## config.mk

```make
export PLATFORM = sky130hd
export DESIGN_NAME = spimaster_wide
export DESIGN_NICKNAME = d
export VERILOG_FILES = /design/src/rtl/spimaster_wide_pkg.sv /design/src/rtl/spimaster_wide_sclk_gen.sv /design/src/rtl/spimaster_wide.sv
export SDC_FILE = /design/constraint.sdc
export NUM_CORES = 1
export LEC_CHECK = 0
export ABC_AREA = 1
export CELL_PAD_IN_SITES_DETAIL_PLACEMENT = 0
export CELL_PAD_IN_SITES_GLOBAL_PLACEMENT = 1
export CORE_MARGIN = 4
export CORE_UTILIZATION = 35
export DETAILED_ROUTE_END_ITERATION = 7
export PLACE_DENSITY_LB_ADDON = 0.1
export SLEW_MARGIN = 10
export SYNTH_ARGS = -nofsm -noshare
export SYNTH_HDL_FRONTEND = slang
export SYNTH_HIERARCHICAL = 1
export SYNTH_SLANG_ARGS = --single-unit
```

## constraint.sdc

```tcl
create_clock -name clk -period 3 [get_ports clk]
set_input_delay 0.3 -clock clk [delete_from_list [all_inputs] [get_ports clk]]
set_output_delay 0.3 -clock clk [all_outputs]
set_load 0.01 [all_outputs]
```

## src/rtl/spimaster_wide_pkg.sv

```systemverilog
// Shared types and reset levels for the wide SPI master engine.
package spimaster_wide_pkg;

  typedef enum logic [1:0] {
    IDLE     = 2'd0,
    XFER     = 2'd1,
    COMPLETE = 2'd2
  } state_t;

  typedef struct packed {
    logic cpol;
    logic cpha;
    logic lsb_first;
  } mode_t;

  localparam logic MOSI_RST = 1'b1;
  localparam logic SCLK_RST = 1'b0;

endpackage

```

## src/rtl/spimaster_wide_sclk_gen.sv

```systemverilog
// SCLK timing for one word: half-period divider, sclk toggling and edge counting.
// Strobes are combinational and mark the cycle whose closing clock edge moves sclk.
module spi_sclk_gen
  import spimaster_wide_pkg::*;
#(
  parameter int DIV_W  = 9,
  parameter int EDGE_W = 5
) (
  input  logic              clk,
  input  logic              rst_n,
  input  logic              start,
  input  logic              run,
  input  logic [DIV_W-1:0]  start_div,
  input  logic [DIV_W-1:0]  div,
  input  logic              start_cpol,
  input  logic              cpol,
  input  logic [EDGE_W-1:0] edge_total,
  output logic              sclk,
  output logic              lead_edge,
  output logic              trail_edge,
  output logic              last_edge,
  output logic              done
);

  logic [DIV_W-1:0]  cnt;
  logic [EDGE_W-1:0] edge_cnt;
  logic              tick;
  logic              more;

  assign tick       = run && (cnt == '0);
  assign more       = (edge_cnt != edge_total);
  assign lead_edge  = tick && more && !edge_cnt[0];
  assign trail_edge = tick && more && edge_cnt[0];
  assign last_edge  = trail_edge && ((edge_cnt + EDGE_W'(1)) == edge_total);
  // After the final edge one more idle-level half-period elapses before done.
  assign done       = tick && !more;

  always_ff @(posedge clk or negedge rst_n) begin
    if (!rst_n) begin
      cnt      <= '0;
      edge_cnt <= '0;
      sclk     <= SCLK_RST;
    end else if (start) begin
      cnt      <= start_div;
      edge_cnt <= '0;
      sclk     <= start_cpol;
    end else if (run) begin
      if (cnt == '0) begin
        cnt <= div;
        if (more) begin
          edge_cnt <= edge_cnt + EDGE_W'(1);
          sclk     <= ~sclk;
        end else begin
          sclk <= cpol;
        end
      end else begin
        cnt <= cnt - DIV_W'(1);
      end
    end
  end

endmodule

```

## src/rtl/spimaster_wide.sv

```systemverilog
// Parametrised SPI master shift engine: all four modes, runtime word length, MSB/LSB first.
// Optional internal loopback of mosi into the receive path under SPIMASTER_WIDE_LOOPBACK_EN.
module spimaster_wide
  import spimaster_wide_pkg::*;
#(
  parameter int DATA_W = 8,
  parameter int DIV_W  = 9,
  parameter int LEN_W  = $clog2(DATA_W)
) (
  input  logic              clk,
  input  logic              rst_n,
  input  logic [DIV_W-1:0]  divider,
  input  logic              cpol,
  input  logic              cpha,
  input  logic              lsb_first,
  input  logic [LEN_W-1:0]  word_len,
  input  logic              xfer_start,
  output logic              busy,
  output logic              xfer_complete,
  input  logic [DATA_W-1:0] tx_data,
  output logic [DATA_W-1:0] rx_data,
`ifdef SPIMASTER_WIDE_LOOPBACK_EN
  input  logic              loopback,
`endif
  input  logic              miso,
  output logic              mosi,
  output logic              sclk
);

  localparam int EDGE_W = LEN_W + 2;

  state_t             state;
  mode_t              mode_q;
  logic [LEN_W-1:0]   len_q;
  logic [DIV_W-1:0]   div_q;
  logic [DATA_W-1:0]  tx_q;
  logic [DATA_W-1:0]  rx_sh;
  logic [LEN_W-1:0]   pos;
  logic [EDGE_W-1:0]  edge_total;
  logic               start;
  logic               run;
  logic               lead_edge;
  logic               trail_edge;
  logic               last_edge;
  logic               done;
  logic               sample_en;
  logic               shift_en;
  logic               in_bit;

  function automatic logic pick_bit(input logic [DATA_W-1:0] w, input logic [LEN_W-1:0] len,
                                    input logic lsb, input logic [LEN_W-1:0] p);
    logic [LEN_W-1:0] idx;
    idx = lsb ? p : (len - p);
    return w[idx];
  endfunction

  // MSB-first grows upward from bit 0; LSB-first enters at bit len and drifts down.
  function automatic logic [DATA_W-1:0] rx_insert(input logic [DATA_W-1:0] r, input logic b,
                                                  input logic [LEN_W-1:0] len, input logic lsb);
    logic [DATA_W-1:0] res;
    if (lsb) begin
      res      = r >> 1;
      res[len] = b;
    end else begin
      res = {r[DATA_W-2:0], b};
    end
    return res;
  endfunction

  assign start      = (state == IDLE) && xfer_start;
  assign run        = (state == XFER);
  assign edge_total = (EDGE_W'(len_q) + EDGE_W'(1)) << 1;
  assign sample_en  = mode_q.cpha ? trail_edge : lead_edge;
  assign shift_en   = mode_q.cpha ? lead_edge : (trail_edge && !last_edge);

`ifdef SPIMASTER_WIDE_LOOPBACK_EN
  logic lb_q;
  assign in_bit = lb_q ? mosi : miso;
`else
  assign in_bit = miso;
`endif

  spi_sclk_gen #(
    .DIV_W  (DIV_W),
    .EDGE_W (EDGE_W)
  ) u_sclk_gen (
    .clk        (clk),
    .rst_n      (rst_n),
    .start      (start),
    .run        (run),
    .start_div  (divider),
    .div        (div_q),
    .start_cpol (cpol),
    .cpol       (mode_q.cpol),
    .edge_total (edge_total),
    .sclk       (sclk),
    .lead_edge  (lead_edge),
    .trail_edge (trail_edge),
    .last_edge  (last_edge),
    .done       (done)
  );

  always_ff @(posedge clk) begin
    if (start) begin
      tx_q  <= tx_data;
      rx_sh <= '0;
    end else if (sample_en) begin
      rx_sh <= rx_insert(rx_sh, in_bit, len_q, mode_q.lsb_first);
    end
  end

  always_ff @(posedge clk or negedge rst_n) begin
    if (!rst_n) begin
      state         <= IDLE;
      busy          <= 1'b0;
      xfer_complete <= 1'b0;
      mosi          <= MOSI_RST;
      rx_data       <= '0;
      mode_q        <= '0;
      len_q         <= '0;
      div_q         <= '0;
      pos           <= '0;
`ifdef SPIMASTER_WIDE_LOOPBACK_EN
      lb_q          <= 1'b0;
`endif
    end else begin
      case (state)
        IDLE: begin
          if (xfer_start) begin
            mode_q <= {cpol, cpha, lsb_first};
            len_q  <= word_len;
            div_q  <= divider;
            busy   <= 1'b1;
            state  <= XFER;
`ifdef SPIMASTER_WIDE_LOOPBACK_EN
            lb_q   <= loopback;
`endif
            // cpha=0 presents the first bit before the first edge.
            if (!cpha) begin
              mosi <= pick_bit(tx_data, word_len, lsb_first, '0);
              pos  <= LEN_W'(1);
            end else begin
              mosi <= MOSI_RST;
              pos  <= '0;
            end
          end
        end
        XFER: begin
          if (shift_en) begin
            mosi <= pick_bit(tx_q, len_q, mode_q.lsb_first, pos);
            pos  <= pos + LEN_W'(1);
          end
          if (done) begin
            state         <= COMPLETE;
            xfer_complete <= 1'b1;
            rx_data       <= rx_sh;
            mosi          <= MOSI_RST;
          end
        end
        COMPLETE: begin
          xfer_complete <= 1'b0;
          busy          <= 1'b0;
          state         <= IDLE;
        end
        default: state <= IDLE;
      endcase
    end
  end

endmodule

```

# Word level (Yosys, flattened, before mapping)
# Index checks and enable logic that the tools add are counted.
[word_totals] output_inout_bits=12 ff_bits=62 in_bits=27
[op_classes] n_lt_le_gt_ge=4 eq_ne=8 addsub=5 n_mux=39 bitwise_logic=1 n_reduce_logical=29
[ops] operator="9-bit 2-to-1 mux" n=3
[ops] operator="5-bit 2-to-1 mux" n=4
[ops] operator="1-bit 2-to-1 mux" n=16
[ops] operator="3-bit by 4-bit < comparator with 1-bit output, second input constant" n=3
[ops] operator="3-bit 2-to-1 mux" n=4
[ops] operator="2-bit AND reduction" n=6
[ops] operator="2-bit nonzero test" n=6
[ops] operator="1-bit logical AND" n=9
[ops] operator="9-bit logical NOT" n=1
[ops] operator="3-bit AND reduction" n=3
[ops] operator="9-bit by 1-bit subtractor with 9-bit output, second input constant" n=1
[ops] operator="8-bit bitwise mux" n=1
[ops] operator="8-bit 2-to-1 mux" n=1
[ops] operator="1-bit binary-select mux with 3-bit select" n=2
[ops] operator="2-bit != test, second input constant" n=3
[ops] operator="1-bit one-hot mux with 2 select lines" n=3
[ops] operator="3-bit one-hot mux with 2 select lines" n=1
[ops] operator="5-bit by 1-bit adder with 5-bit output, second input constant" n=1
[ops] operator="5-bit == test" n=1
[ops] operator="5-bit != test" n=1
[ops] operator="3-bit by 1-bit adder with 4-bit output, second input constant" n=1
[ops] operator="2-bit 2-to-1 mux" n=2
[ops] operator="2-bit one-hot mux with 2 select lines" n=1
[ops] operator="3-bit by 1-bit adder with 3-bit output, second input constant" n=1
[ops] operator="other kinds (9)" n=11

# Depth between registers and ports, before layout
# Gate-level depths: netlist (run 1).
[logic_depth] ltp_word=11 depth_mapped=19 ltp_nobuf=19

# Modules after synthesis
# Netlist (run 1), hierarchy kept.
[modules_own_cells] mod="spimaster_wide" cells_each=282 area_per_inst_um2=2332.2 seq_area_each_um2=1177.4 n_inst=1
[modules_own_cells] mod="spi_sclk_gen" cells_each=171 area_per_inst_um2=1194.9 seq_area_each_um2=375.4 n_inst=1

# Worst setup path before layout (run 1)
# No wires, ideal clock.
[synth_timing] path_type="reg2reg" from="register len_q[1]" to="register rx_sh[0]" synth_period_minus_slack_ns=2.071 slack_ns=0.929 n_path_buf=1 required_ns=2.884 t_arrival_ns=1.955 stages_incl_launch_ff=15 path_cell_list="dfrtp_1 -> ha_1 -> xor2_1 -> inv_1 -> nand2_1 -> nand2_2 -> nor2_4 -> nand3_4 -> nand2_4 -> nor2_1 -> nand2_1 -> nand2_1 -> buf_2 -> o211ai_1 -> inv_1"
[synth_between] elab_cells_between_ends=13 classes_between="add/sub (1); order compare (2); eq/ne (1); mux (5); reduce/logical (4)"
[synth_rtl] item="from (decl)" line="spimaster_wide.sv:34" rtl="logic [LEN_W-1:0] len_q;"
[synth_rtl] item="from (signal assigned)" line="spimaster_wide.sv:131" rtl="len_q <= word_len;"
[synth_rtl] item="3-bit by 1-bit adder with 4-bit output" line="spimaster_wide.sv:72" rtl="assign edge_total = (EDGE_W'(len_q) + EDGE_W'(1)) << 1;"
[synth_rtl] item="named net edge_total[3]" line="spimaster_wide.sv:39" rtl="logic [EDGE_W-1:0] edge_total;"
[synth_rtl] item="5-bit != test" line="spimaster_wide_sclk_gen.sv:31" rtl="assign more = (edge_cnt != edge_total);"
[synth_rtl] item="1-bit logical AND (2 in a row)" line="spimaster_wide_sclk_gen.sv:32" rtl="assign lead_edge = tick && more && !edge_cnt[0];"
[synth_rtl] item="named net lead_edge" line="spimaster_wide.sv:42" rtl="logic lead_edge;"
[synth_rtl] item="1-bit 2-to-1 mux" line="spimaster_wide.sv:73" rtl="assign sample_en = mode_q.cpha ? trail_edge : lead_edge;"
[synth_rtl] item="to (signal assigned)" line="spimaster_wide.sv:108" rtl="rx_sh <= rx_insert(rx_sh, in_bit, len_q, mode_q.lsb_first);"
[synth_rtl] item="to (decl)" line="spimaster_wide.sv:37" rtl="logic [DATA_W-1:0] rx_sh;"
# The timed path passes the listed nets, and every way through them passes these cells.
# A chain may end at the register's enable or synchronous reset.

# Final worst setup path (run 1)
[layout_timing] from="register len_q[1]" to="register rx_sh[6]"
# The elaborated chain is that of the path after synthesis.

==> results of run 1 <==
==> cell families after synthesis <==
kind of cell               count (synthesis)
xor gates and xnor gates                  10
adders and majority gates                  6
DFF                                       62
and+or+nand+nor                          235
other                                      1
buffers and inverters                     73
AOI/OAI and AO/OA                         66
==> critical path, cell delays in order, from the launching register on <==
cell and delay, ns:
sky130_fd_sc_hd__dfrtp_1 0.50, sky130_fd_sc_hd__ha_1 0.21, sky130_fd_sc_hd__xor2_1 0.20, sky130_fd_sc_hd__inv_1 0.06, sky130_fd_sc_hd__nand2_1 0.07, sky130_fd_sc_hd__nand2_2 0.09, sky130_fd_sc_hd__nor2_4 0.14, sky130_fd_sc_hd__nand3_4 0.14
sky130_fd_sc_hd__nand2_4 0.14, sky130_fd_sc_hd__nor2_1 0.07, sky130_fd_sc_hd__nand2_1 0.08, sky130_fd_sc_hd__nand2_1 0.29, sky130_fd_sc_hd__o21ai_0 0.29, sky130_fd_sc_hd__a31oi_1 0.06
==> sequential cells by signal, indices dropped and copies added, names as in the netlist <==
signal / flops
u_sclk_gen/sclk: 1
pos: 3
u_sclk_gen/edge_cnt: 5
busy: 1
rx_data: 8
div_q: 9
state: 2
tx_q: 8
u_sclk_gen/cnt: 9
mosi: 1
mode_q: 3
xfer_complete: 1
len_q: 3
rx_sh: 8
==> area by class of cell <==
cell class	count	area (µm²)
clock buffer	11	141
clock inverter	5	35.0
fill	1060	5590
inverter	61	235
multi-input combinational	319	1640
sequential	62	1550
tap	133	166
timing repair buffer	42	408
==> routing by layer <==
layer / up-vias / GRT usage [%] / routed length [µm]
li1: 1554 / - / -
met1: 1369 / 20.9 / 4010
met2: 41 / 24.5 / 3930
met3: 4 / 4.00 / 291
met4: 0 / 3.25 / 58
met5: - / 0 / 0
==> synthesized netlist by cell type (2+ instances only) <==
| library cell | n |
|---|---|
| sky130_fd_sc_hd__o21ai_0 | 20 |
| sky130_fd_sc_hd__buf_6 | 6 |
| sky130_fd_sc_hd__dfrtp_1 | 45 |
| sky130_fd_sc_hd__nor2_4 | 3 |
| sky130_fd_sc_hd__o211ai_1 | 3 |
| sky130_fd_sc_hd__xnor2_1 | 4 |
| sky130_fd_sc_hd__nand2_1 | 133 |
| sky130_fd_sc_hd__inv_2 | 8 |
| sky130_fd_sc_hd__a22oi_1 | 8 |
| sky130_fd_sc_hd__o21ai_1 | 20 |
| sky130_fd_sc_hd__buf_2 | 4 |
| sky130_fd_sc_hd__inv_1 | 50 |
| sky130_fd_sc_hd__or2_0 | 2 |
| sky130_fd_sc_hd__nand2_2 | 9 |
| sky130_fd_sc_hd__xor2_1 | 6 |
| sky130_fd_sc_hd__edfxtp_1 | 8 |
| sky130_fd_sc_hd__a21oi_1 | 5 |
| sky130_fd_sc_hd__dfxtp_1 | 8 |
| sky130_fd_sc_hd__nand3_2 | 2 |
| sky130_fd_sc_hd__or2_2 | 2 |
| sky130_fd_sc_hd__nand2_4 | 3 |
| sky130_fd_sc_hd__nor2_1 | 22 |
| sky130_fd_sc_hd__o21ai_2 | 2 |
| sky130_fd_sc_hd__nand4_1 | 7 |
| sky130_fd_sc_hd__inv_4 | 2 |
| sky130_fd_sc_hd__nand3_1 | 44 |
| sky130_fd_sc_hd__ha_1 | 5 |
| sky130_fd_sc_hd__nand3b_1 | 5 |
| sky130_fd_sc_hd__a31oi_1 | 7 |
==> where the power goes <==
part	total [W]	switching [W]	internal, W
Sequential	0.00139	0.000257	0.00113
Clock	0.000662	0.000339	0.000322
Combinational	0.00170	0.00104	0.000657
==> timing repair <==
item / CTS / global route
hold buffers: 1 / 0
buffers inserted: 0 / 0
hold endpoints to repair: 24 / 0
==> through the flow <==
stage | worst slack [ns] | instances | hold WS, ns
after floorplan | 0.929 | 454 | 0.00441
after global placement | 0.618 | 616 | 0.358
after detailed placement | 0.542 | 616 | 0.368
after CTS | 0.519 | 633 | 0.479
after global routing | 0.228 | 633 | 0.496
final | 0.530 | 633 | 0.476
==> worst min path at each step <==
stage / endpoint / cells after the start / startpoint / slack (ns)
after global placement: rx_data[4] / 1 / rst_n / 0.36
after floorplan: busy / 0 / rst_n / 0.004
after CTS: div_q[5] / 2 / div_q[5] / 0.48
final: div_q[5] / 2 / div_q[5] / 0.48
after detailed placement: rx_data[4] / 1 / rst_n / 0.37
after global routing: div_q[5] / 2 / div_q[5] / 0.50
==> insert_results.sql, run 1 <==
INSERT INTO impl_metrics (metric_group, metric, value, unit) VALUES
('clock_network', 'inserted_clock_buffers', '9', ''),
('floorplan', 'initial_core_util', '36.1', '%'),
('synth', 'synth.mux.area_fraction', '0', '%'),
('finish', 'final_design_area_no_fill', '4180', 'µm²'),
('place', 'sum_of_net_half_perimeters_after_detailed_placement', '5.96', 'mm'),
('clock_network', 'clock_tree.buffer_depth', '2', ''),
('synth', 'synthCells', '453', ''),
('outcome', 'run_status', 'finished, final reports clean', ''),
('min_path', 'timing.hold.worst.class', 'reg2reg', ''),
('floorplan', 'die_width', '108', 'µm'),
('critical_path', 'worst_setup_path_start_kind', 'flop', ''),
('synth', 'avgSynthCellArea', '7.79', 'µm²'),
('timing', 'report.final.setup_viol', '0', ''),
('floorplan', 'floorplan.rows', '36', ''),
('pwr', 'power.leakage', '1.96', 'nW'),
('timing', 'finalHoldViolCount', '0', ''),
('global_routing', 'antenna_found_initial', '0', ''),
('synth', 'synth_area', '3530', 'µm²'),
('finish', 'diodes', '0', ''),
('synth', 'share_of_yosys_cell_area_claimed_by_the_top_area_cell_type', '31.9', '%'),
('critical_path', 'rr_startpoint', 'len_q[1]', ''),
('global_routing', 'grt.total_usage', '15.3', '%'),
('critical_path', 'worst_r2r_path_depth', '13', ''),
('detailed_routing', 'detailroute.via_count', '2968', ''),
('synth', 'synthAdderAreaFrac', '2.34', '%'),
('critical_path', 'ff2ff_setup_slack', '0.53', 'ns'),
('timing', 'relative_max_transition_margin', '54.4', '%'),
('synth', 'synth_top_family_by_area', 'simple AND/OR/NAND/NOR gates', ''),
('critical_path', 'critical_path.endpoint_type', 'flop', ''),
('global_routing', 'first_global_vias', '2856', ''),
('synth', 'yosys_register_bits', '62', ''),
('finish', 'postLayoutCoreUtil', '42.8', '%'),
('detailed_routing', 'finalWirelength', '8.29', 'mm'),
('finish', 'fin_nets', '528', ''),
('clock_network', 'clock-sinks', '62', ''),
('critical_path', 'worstSetupPathType', 'reg2reg', ''),
('detailed_routing', 'detailedRoute.firstIterationViolations', '159', ''),
('floorplan', 'dieArea', '11700', 'µm²'),
('timing', 'max_slew.worst_pin.slew', '0.681', 'ns'),
('timing', 'finalCriticalPeriod', '2.47', 'ns'),
('timing', 'grt_setup_unrepaired', 'no', ''),
('synth', 'yosys_warnings', '6', ''),
('place', 'placement.io_buffers', '38', ''),
('pwr', 'power_per_cell_area', '897', 'nW/µm²'),
('detailed_routing', 'drtPass1Iterations', '4', ''),
('place', 'post_dp_cell_area', '4000', 'µm²'),
('detailed_routing', 'via_per_inst', '4.69', ''),
('clock_network', 'ctsRootBufferMaster', 'sky130_fd_sc_hd__clkbuf_8', ''),
('finish', 'fraction_of_final_layout_cells_with_drive_strength_greater_than_1', '11.0', '%'),
('synth', 'synth_flop_cell', 'sky130_fd_sc_hd__dfrtp_1', ''),
('synth', 'synth_sequential_area_ratio', '44.0', '%'),
('critical_path', 'setup.worst_path.end', 'rx_sh[6]', ''),
('finish', 'area_delta_synth_final', '18.6', '%'),
('clock_network', 'post_cts.resized_instances', '0', ''),
('clock_network', 'worstSkewPairLatency', '0.34', 'ns'),
('place', 'globalplace.congestion', '0.835', ''),
('synth', 'post_synth_xor_area_fraction', '2.48', '%'),
('synth', 'synth_compound_area_share', '10.8', '%'),
('clock_network', 'cts.clk_slew.worst_paths', '0.08', 'ns'),
('finish', 'layout_commonest_cell', 'sky130_fd_sc_hd__nand2_1', ''),
('detailed_routing', 'final_antenna_net_count', '0', ''),
('pwr', 'worst_ir_drop_vdd', '456', 'µV'),
('critical_path', 'required', '3.20', 'ns'),
('detailed_routing', 'route.detailed.drc', '0', ''),
('synth', 'netlist_top_cells_area', 'sky130_fd_sc_hd__dfrtp_1 32%, sky130_fd_sc_hd__nand2_1 14%, sky130_fd_sc_hd__edfxtp_1 6.8%, sky130_fd_sc_hd__nand3_1 6.2%, sky130_fd_sc_hd__inv_1 5.3%', ''),
('synth', 'async_reset_ff_share', '74.2', '%'),
('job', 'timing.max_cap.violations', '0', ''),
('critical_path', 'worst-path-max-fanout', '16', ''),
('timing', 'final.period_utilization', '82.3', '%'),
('critical_path', 'r2r_end', 'rx_sh[6]', ''),
('timing', 'highest_achievable_clock_rate', '405', 'MHz');
No activity file was read; power rests on OpenSTA's default activity.
==> inputs of run 2 (changes only) <==
clock period = 2.4 ns   (was 3 ns; I/O delays follow)
==> run 2 against run 1 <==
Net effect: sequential share of layout area fell by 1.4 points; hold slack worse by 0.044 ns; power increased by 35%; clock skew up 0.00072 ns; worst setup slack worse by 0.29 ns; maximum frequency is 14% higher; die area unchanged; largest power group unchanged.
==> insert_results.sql, run 2 (synthesized netlist as in run 1, its figures left out) <==
INSERT INTO impl_metrics (metric_group, metric, value, unit) VALUES
('timing', 'final.hold.worst_slack', '0.432', 'ns'),
('timing', 'finalClockSkew', '0.0116', 'ns'),
('finish', 'area_delta_synth_final', '23.5', '%'),
('timing', 'max_slew.worst_pin.slew', '0.611', 'ns'),
('critical_path', 'data_arrival_time_of_the_critical_path', '2.45', 'ns'),
('timing', 'highest_achievable_clock_rate', '463', 'MHz'),
('clock_network', 'worstSkewPairLatency', '0.34', 'ns'),
('timing', 'report.final.setup_viol', '0', ''),
('floorplan', 'dieArea', '11700', 'µm²'),
('global_routing', 'first_global_vias', '2841', ''),
('clock_network', 'h-tree-depth', '3', ''),
('place', 'placed_cells', '623', ''),
('critical_path', 'worst-path-max-fanout', '16', ''),
('floorplan', 'floorplan.rows', '36', ''),
('detailed_routing', 'wire_per_inst', '13.5', 'µm'),
('clock_network', 'tritoncts', 'built', ''),
('min_path', 'timing.hold.worst.class', 'in2async', ''),
('critical_path', 'worst-path-buf-inv', '3', ''),
('clock_network', 'clock_tree.buffer_depth', '2', ''),
('job', 'timing.max_cap.violations', '0', ''),
('detailed_routing', 'route.detailed.drc', '0', ''),
('timing', 'fin_ws', '0.241', 'ns'),
('finish', 'layout_commonest_cell', 'sky130_fd_sc_hd__nand2_1', ''),
('timing', 'relative_max_transition_margin', '59.3', '%'),
('timing', 'timing_max_transition_violations_final', '0', ''),
('global_routing', 'antenna_found_initial', '0', ''),
('finish', 'largest_registers', 'div_q x9, u_sclk_gen/cnt x9', ''),
('critical_path', 'cp_top_family', 'simple AND/OR/NAND/NOR gates', ''),
('pwr', 'pnr_total_power', '0.00506', 'W'),
('finish', 'diodes', '0', ''),
('detailed_routing', 'detailedRoute.firstIterationViolations', '150', ''),
('timing', 'grt_setup_unrepaired', 'no', ''),
('critical_path', 'critPathSlowestCell', 'sky130_fd_sc_hd__dfrtp_2', ''),
('floorplan', 'initial_core_util', '36.1', '%'),
('place', 'dp_worst_setup_slack', '0.136', 'ns'),
('detailed_routing', 'finalWirelength', '8.67', 'mm'),
('global_routing', 'global_route_wire_length_before_repair', '14.4', 'mm'),
('place', 'globalplace.congestion', '0.785', ''),
('critical_path', 'max_stage_delay', '0.45', 'ns'),
('pwr', 'worst_ir_drop_vdd', '384', 'µV'),
('place', 'placement.io_buffers', '38', ''),
('floorplan', 'floorplan.die.height', '108', 'µm'),
('place', 'sum_of_net_half_perimeters_after_detailed_placement', '6.26', 'mm'),
('detailed_routing', 'detailroute.via_count', '2985', ''),
('timing', 'finalHoldViolCount', '0', ''),
('timing', 'finalCriticalPeriod', '2.16', 'ns'),
('floorplan', 'ios', '39', ''),
('clock_network', 'ctsRootBufferMaster', 'sky130_fd_sc_hd__clkbuf_8', ''),
('clock_network', 'cts.clk_slew.worst_paths', '0.08', 'ns'),
('finish', 'fraction_of_final_layout_cells_with_drive_strength_greater_than_1', '14.1', '%'),
('floorplan', 'die_width', '108', 'µm'),
('critical_path', 'worst_setup_path_start_kind', 'flop', ''),
('detailed_routing', 'drtPass1Iterations', '4', ''),
('timing', 'final.period_utilization', '90.0', '%'),
('pwr', 'power_per_cell_area', '1160', 'nW/µm²'),
('finish', 'fin_nets', '538', ''),
('critical_path', 'worstSetupPathType', 'reg2reg', ''),
('pwr', 'power.leakage', '2.04', 'nW'),
('global_routing', 'pin_count_of_the_biggest_net_entering_global_routing', '29', ''),
('critical_path', 'critical_path.endpoint_type', 'flop', ''),
('critical_path', 'required', '2.69', 'ns'),
('detailed_routing', 'via_per_inst', '4.64', ''),
('detailed_routing', 'final_antenna_net_count', '0', ''),
('finish', 'final_cell_count_no_fill', '643', ''),
('finish', 'mostFrequentLayoutCells', '133 x sky130_fd_sc_hd__nand2_1, 50 x sky130_fd_sc_hd__inv_1, 43 x sky130_fd_sc_hd__nand3_1, 43 x sky130_fd_sc_hd__dfrtp_1, 37 x sky130_fd_sc_hd__clkdlybuf4s50_1', ''),
('global_routing', 'grt_overflow', '0', ''),
('floorplan', 'area_of_the_core', '9770', 'µm²'),
('clock_network', 'inserted_clock_buffers', '9', ''),
('timing', 'fin_tns_setup', '0', 'ns'),
('critical_path', 'worstPathCellList', 'inv_2, nor3_2, xnor2_1, nand3_4, nand2_4, nor2_2, nand2_1, nand2_1, buf_12, o211ai_1, o211ai_1, inv_1', ''),
('global_routing', 'grt.total_usage', '15.6', '%'),
('outcome', 'run_status', 'finished, final reports clean', ''),
('clock_network', 'clock-sinks', '62', '');
-- run 2: cell types whose count changed in the layout (fill, tap and decap cells not counted), moves of 2 or more --
cell                        before  now
sky130_fd_sc_hd__bufinv_16       0    2
sky130_fd_sc_hd__buf_12          0    2
sky130_fd_sc_hd__buf_4           3   11
sky130_fd_sc_hd__dfrtp_1        45   43
sky130_fd_sc_hd__dfrtp_2         0    2
-- run 2: per-stage QoR --
step,util [%],area (µm²)
after floorplan,-,3530
after global placement,41.7,4070
after detailed placement,41.7,4070
after CTS,44.0,4300
after global routing,44.6,4360
final,44.6,4360
-- run 2: final timing paths --
check	start	depth (start not counted)	slack, ns	end
max in group asynchronous	rst_n	3	1.32	xfer_complete
max reg2reg	len_q[1]	12	0.24	rx_sh[0]
min	rst_n	2	0.43	rx_data[4]
min in group clk	rx_sh[0]	2	0.46	rx_data[0]
min reg2reg	rx_sh[0]	2	0.46	rx_data[0]
max	len_q[1]	12	0.24	rx_sh[0]
-- run 2: metal layers --
metal  share of wire [%]  vias up  global-route usage [%]
li1                    -     1579                       -
met1                  50     1351                    21.9
met2                  45       46                    24.6
met3                 3.8        9                    2.69
met4                 1.0        0                    5.14
met5                   0        -                       0
-- run 2: power breakdown --
group	switching (W)	total, W	internal, W
registers	0.000326	0.00175	0.00142
clock network	0.000460	0.00105	0.000589
logic	0.00136	0.00226	0.000901
total	0.00215	0.00506	0.00291
-- run 2: timing repair --
action | 4_1_cts | 5_1_grt
endpoints found under the setup margin | 0 | 12
endpoints found under the hold margin | 20 | 0
buffers inserted | 0 | 3
hold buffers | 1 | 0
gates resized for setup | 0 | 7
-- run 2: cell type report --
type	instances	area, µm²
timing repair buffer	52	508
multi-input combinational	319	1670
fill	999	5420
clock inverter	7	96.3
clock buffer	9	124
sequential	62	1560
inverter	61	235
tap	133	166
==> inputs of run 3 (changes only) <==
CTS_BUF_LIST = sky130_fd_sc_hd__clkbuf_4   (was not set)
==> run 3 against run 2 <==
Net effect: register-to-register slack got worse by 0.03 ns; sequential cell count unchanged; power shrank 3.6%; via count grew 0.37%; die area unchanged; critical path type unchanged; critical endpoint is now mosi.
==> insert_results.sql, run 3 (synthesized netlist as in run 1, its figures left out) <==
INSERT INTO impl_metrics (metric_group, metric, value, unit) VALUES
('detailed_routing', 'finalWirelength', '8.59', 'mm'),
('detailed_routing', 'dr_wl_met3', '207', 'µm'),
('critical_path', 'data_arrival_time_of_the_critical_path', '2.53', 'ns'),
('timing', 'final.period_utilization', '91.0', '%'),
('critical_path', 'cp_top_family', 'adder cells', ''),
('job', 'timing.max_cap.violations', '0', ''),
('clock_network', 'tritoncts', 'built', ''),
('critical_path', 'rr_startpoint', 'len_q[0]', ''),
('timing', 'report.final.setup_viol', '0', ''),
('detailed_routing', 'route.detailed.drc', '0', ''),
('detailed_routing', 'wl_met1', '4.37', 'mm'),
('global_routing', 'first_global_vias', '2848', ''),
('timing', 'grt_setup_unrepaired', 'no', ''),
('place', 'globalplace.congestion', '0.785', ''),
('min_path', 'timing.hold.worst.class', 'in2async', ''),
('critical_path', 'worstSetupPathType', 'reg2reg', ''),
('floorplan', 'floorplan.die.height', '108', 'µm'),
('detailed_routing', 'drtPass1Iterations', '4', ''),
('detailed_routing', 'wire_per_inst', '13.3', 'µm'),
('critical_path', 'worst-path-buf-inv', '5', ''),
('floorplan', 'initial_core_util', '36.1', '%'),
('global_routing', 'antenna_found_initial', '0', ''),
('clock_network', 'h-tree-depth', '3', ''),
('finish', 'fin_nets', '539', ''),
('detailed_routing', 'top_layer', 'met4', ''),
('critical_path', 'required', '2.75', 'ns'),
('finish', 'area_of_the_multi_input_gates', '1680', 'µm²'),
('place', 'post_dp_cell_area', '4070', 'µm²'),
('timing', 'highest_achievable_clock_rate', '458', 'MHz'),
('detailed_routing', 'final_antenna_net_count', '0', ''),
('timing', 'relative_max_transition_margin', '59.3', '%'),
('timing', 'finalClockSkew', '0.0213', 'ns'),
('detailed_routing', 'via_per_inst', '4.65', ''),
('critical_path', 'worstPathCellList', 'buf_4, inv_2, ha_1, inv_1, fa_1, inv_1, o21ai_2, inv_1, nand3_1, nand2_1, nand2_1, nand3_1, nand2_1, nand2_1', ''),
('finish', 'postLayoutCoreUtil', '44.2', '%'),
('finish', 'area_delta_synth_final', '22.3', '%'),
('clock_network', 'worstSkewPairLatency', '0.41', 'ns'),
('finish', 'mostFrequentLayoutCells', '133 x sky130_fd_sc_hd__nand2_1, 50 x sky130_fd_sc_hd__inv_1, 43 x sky130_fd_sc_hd__nand3_1, 43 x sky130_fd_sc_hd__dfrtp_1, 37 x sky130_fd_sc_hd__clkdlybuf4s50_1', ''),
('finish', 'final_design_area_no_fill', '4320', 'µm²'),
('timing', 'finalCriticalPeriod', '2.19', 'ns'),
('pwr', 'worst_ir_drop_vdd', '379', 'µV'),
('outcome', 'run_status', 'finished, final reports clean', ''),
('finish', 'seqCellArea', '1560', 'µm²'),
('detailed_routing', 'detailedRoute.firstIterationViolations', '164', ''),
('critical_path', 'ff2ff_setup_slack', '0.21', 'ns'),
('critical_path', 'worst_r2r_path_depth', '14', ''),
('timing', 'fin_tns_setup', '0', 'ns'),
('critical_path', 'critPathSlowestCell', 'sky130_fd_sc_hd__fa_1', ''),
('timing', 'finalHoldViolCount', '0', ''),
('pwr', 'power.leakage', '2.02', 'nW'),
('detailed_routing', 'detailroute.via_count', '2996', ''),
('finish', 'fraction_of_final_layout_cells_with_drive_strength_greater_than_1', '14.5', '%'),
('critical_path', 'worst-path-max-fanout', '6', ''),
('floorplan', 'dieArea', '11700', 'µm²'),
('place', 'sum_of_net_half_perimeters_after_detailed_placement', '6.26', 'mm'),
('global_routing', 'grt.total_usage', '15.6', '%'),
('clock_network', 'clock-sinks', '62', ''),
('pwr', 'power_per_cell_area', '1130', 'nW/µm²'),
('finish', 'largest_registers', 'div_q x9, u_sclk_gen/cnt x9', ''),
('detailed_routing', 'wl_met2', '3.92', 'mm'),
('floorplan', 'floorplan.rows', '36', ''),
('floorplan', 'ios', '39', ''),
('finish', 'nFillCells', '1004', ''),
('clock_network', 'inserted_clock_buffers', '9', ''),
('timing', 'timing_max_transition_violations_final', '0', ''),
('floorplan', 'die_width', '108', 'µm'),
('global_routing', 'pin_count_of_the_biggest_net_entering_global_routing', '29', ''),
('critical_path', 'max_stage_delay', '0.49', 'ns'),
('critical_path', 'critical_path.endpoint_type', 'flop', ''),
('timing', 'max_slew.worst_pin.slew', '0.610', 'ns'),
('floorplan', 'area_of_the_core', '9770', 'µm²'),
('critical_path', 'timing.critical_path.mode_cell', 'sky130_fd_sc_hd__nand2_1', ''),
('finish', 'diodes', '0', ''),
('clock_network', 'ctsRootBufferMaster', 'sky130_fd_sc_hd__clkbuf_4', ''),
('finish', 'layout_commonest_cell', 'sky130_fd_sc_hd__nand2_1', ''),
('global_routing', 'global_route_wire_length_before_repair', '14.4', 'mm'),
('global_routing', 'grt_overflow', '0', ''),
('clock_network', 'cts.clk_slew.worst_paths', '0.13', 'ns'),
('critical_path', 'worst_setup_path_start_kind', 'flop', ''),
('clock_network', 'clock_tree.buffer_depth', '2', ''),
('place', 'placement.io_buffers', '38', ''),
('critical_path', 'r2r_end', 'mosi', '');
[run 3: worst max-delay path by stage]
stage	start	to	cells past startpoint
after global placement	len_q[1]	rx_sh[0]	15
after floorplan	len_q[1]	rx_sh[0]	14
after global routing	u_sclk_gen/cnt[0]	pos[1]	15
after CTS	len_q[1]	pos[0]	13
after detailed placement	len_q[1]	rx_sh[0]	15
final	len_q[0]	mosi	14
[run 3: report_power, final]
part	internal, W	switching (W)
registers	0.00142	0.000320
clock network	0.000426	0.000434
logic	0.000913	0.00136
[run 3: routing by layer]
layer	global-route usage, %	vias to the layer above
li1	-	1583
met2	24.6	31
met4	5.14	0
met5	0	-
met3	2.51	8
met1	21.9	1374
[run 3: cell type report]
class | count | share of cell area [%]
sequential | 62 | 36.0
multi-input combinational | 319 | 38.9
clock inverter | 7 | 2.23
tap | 133 | 3.86
clock buffer | 9 | 1.57
inverter | 61 | 5.45
timing repair buffer | 53 | 11.9
[run 3: timing repair]
| action | CTS | global route |
|---|---|---|
| endpoints found under the hold margin | 20 | 0 |
| hold buffers | 1 | 0 |
| buffers inserted | 0 | 4 |
| endpoints found under the setup margin | 0 | 12 |
| resized for setup | 0 | 8 |
[run 3: through the flow]
step / hold slack, ns / total power, W / worst slack [ns] / std cells
floorplan: -0.0556 / 0.00338 / 0.329 / 454
global placement: 0.288 / 0.00394 / 0.167 / 623
detailed placement: 0.295 / 0.00397 / 0.136 / 623
CTS: 0.352 / 0.00486 / 0.0948 / 640
global route: 0.369 / 0.00537 / 0.0137 / 644
finish: 0.352 / 0.00487 / 0.215 / 644
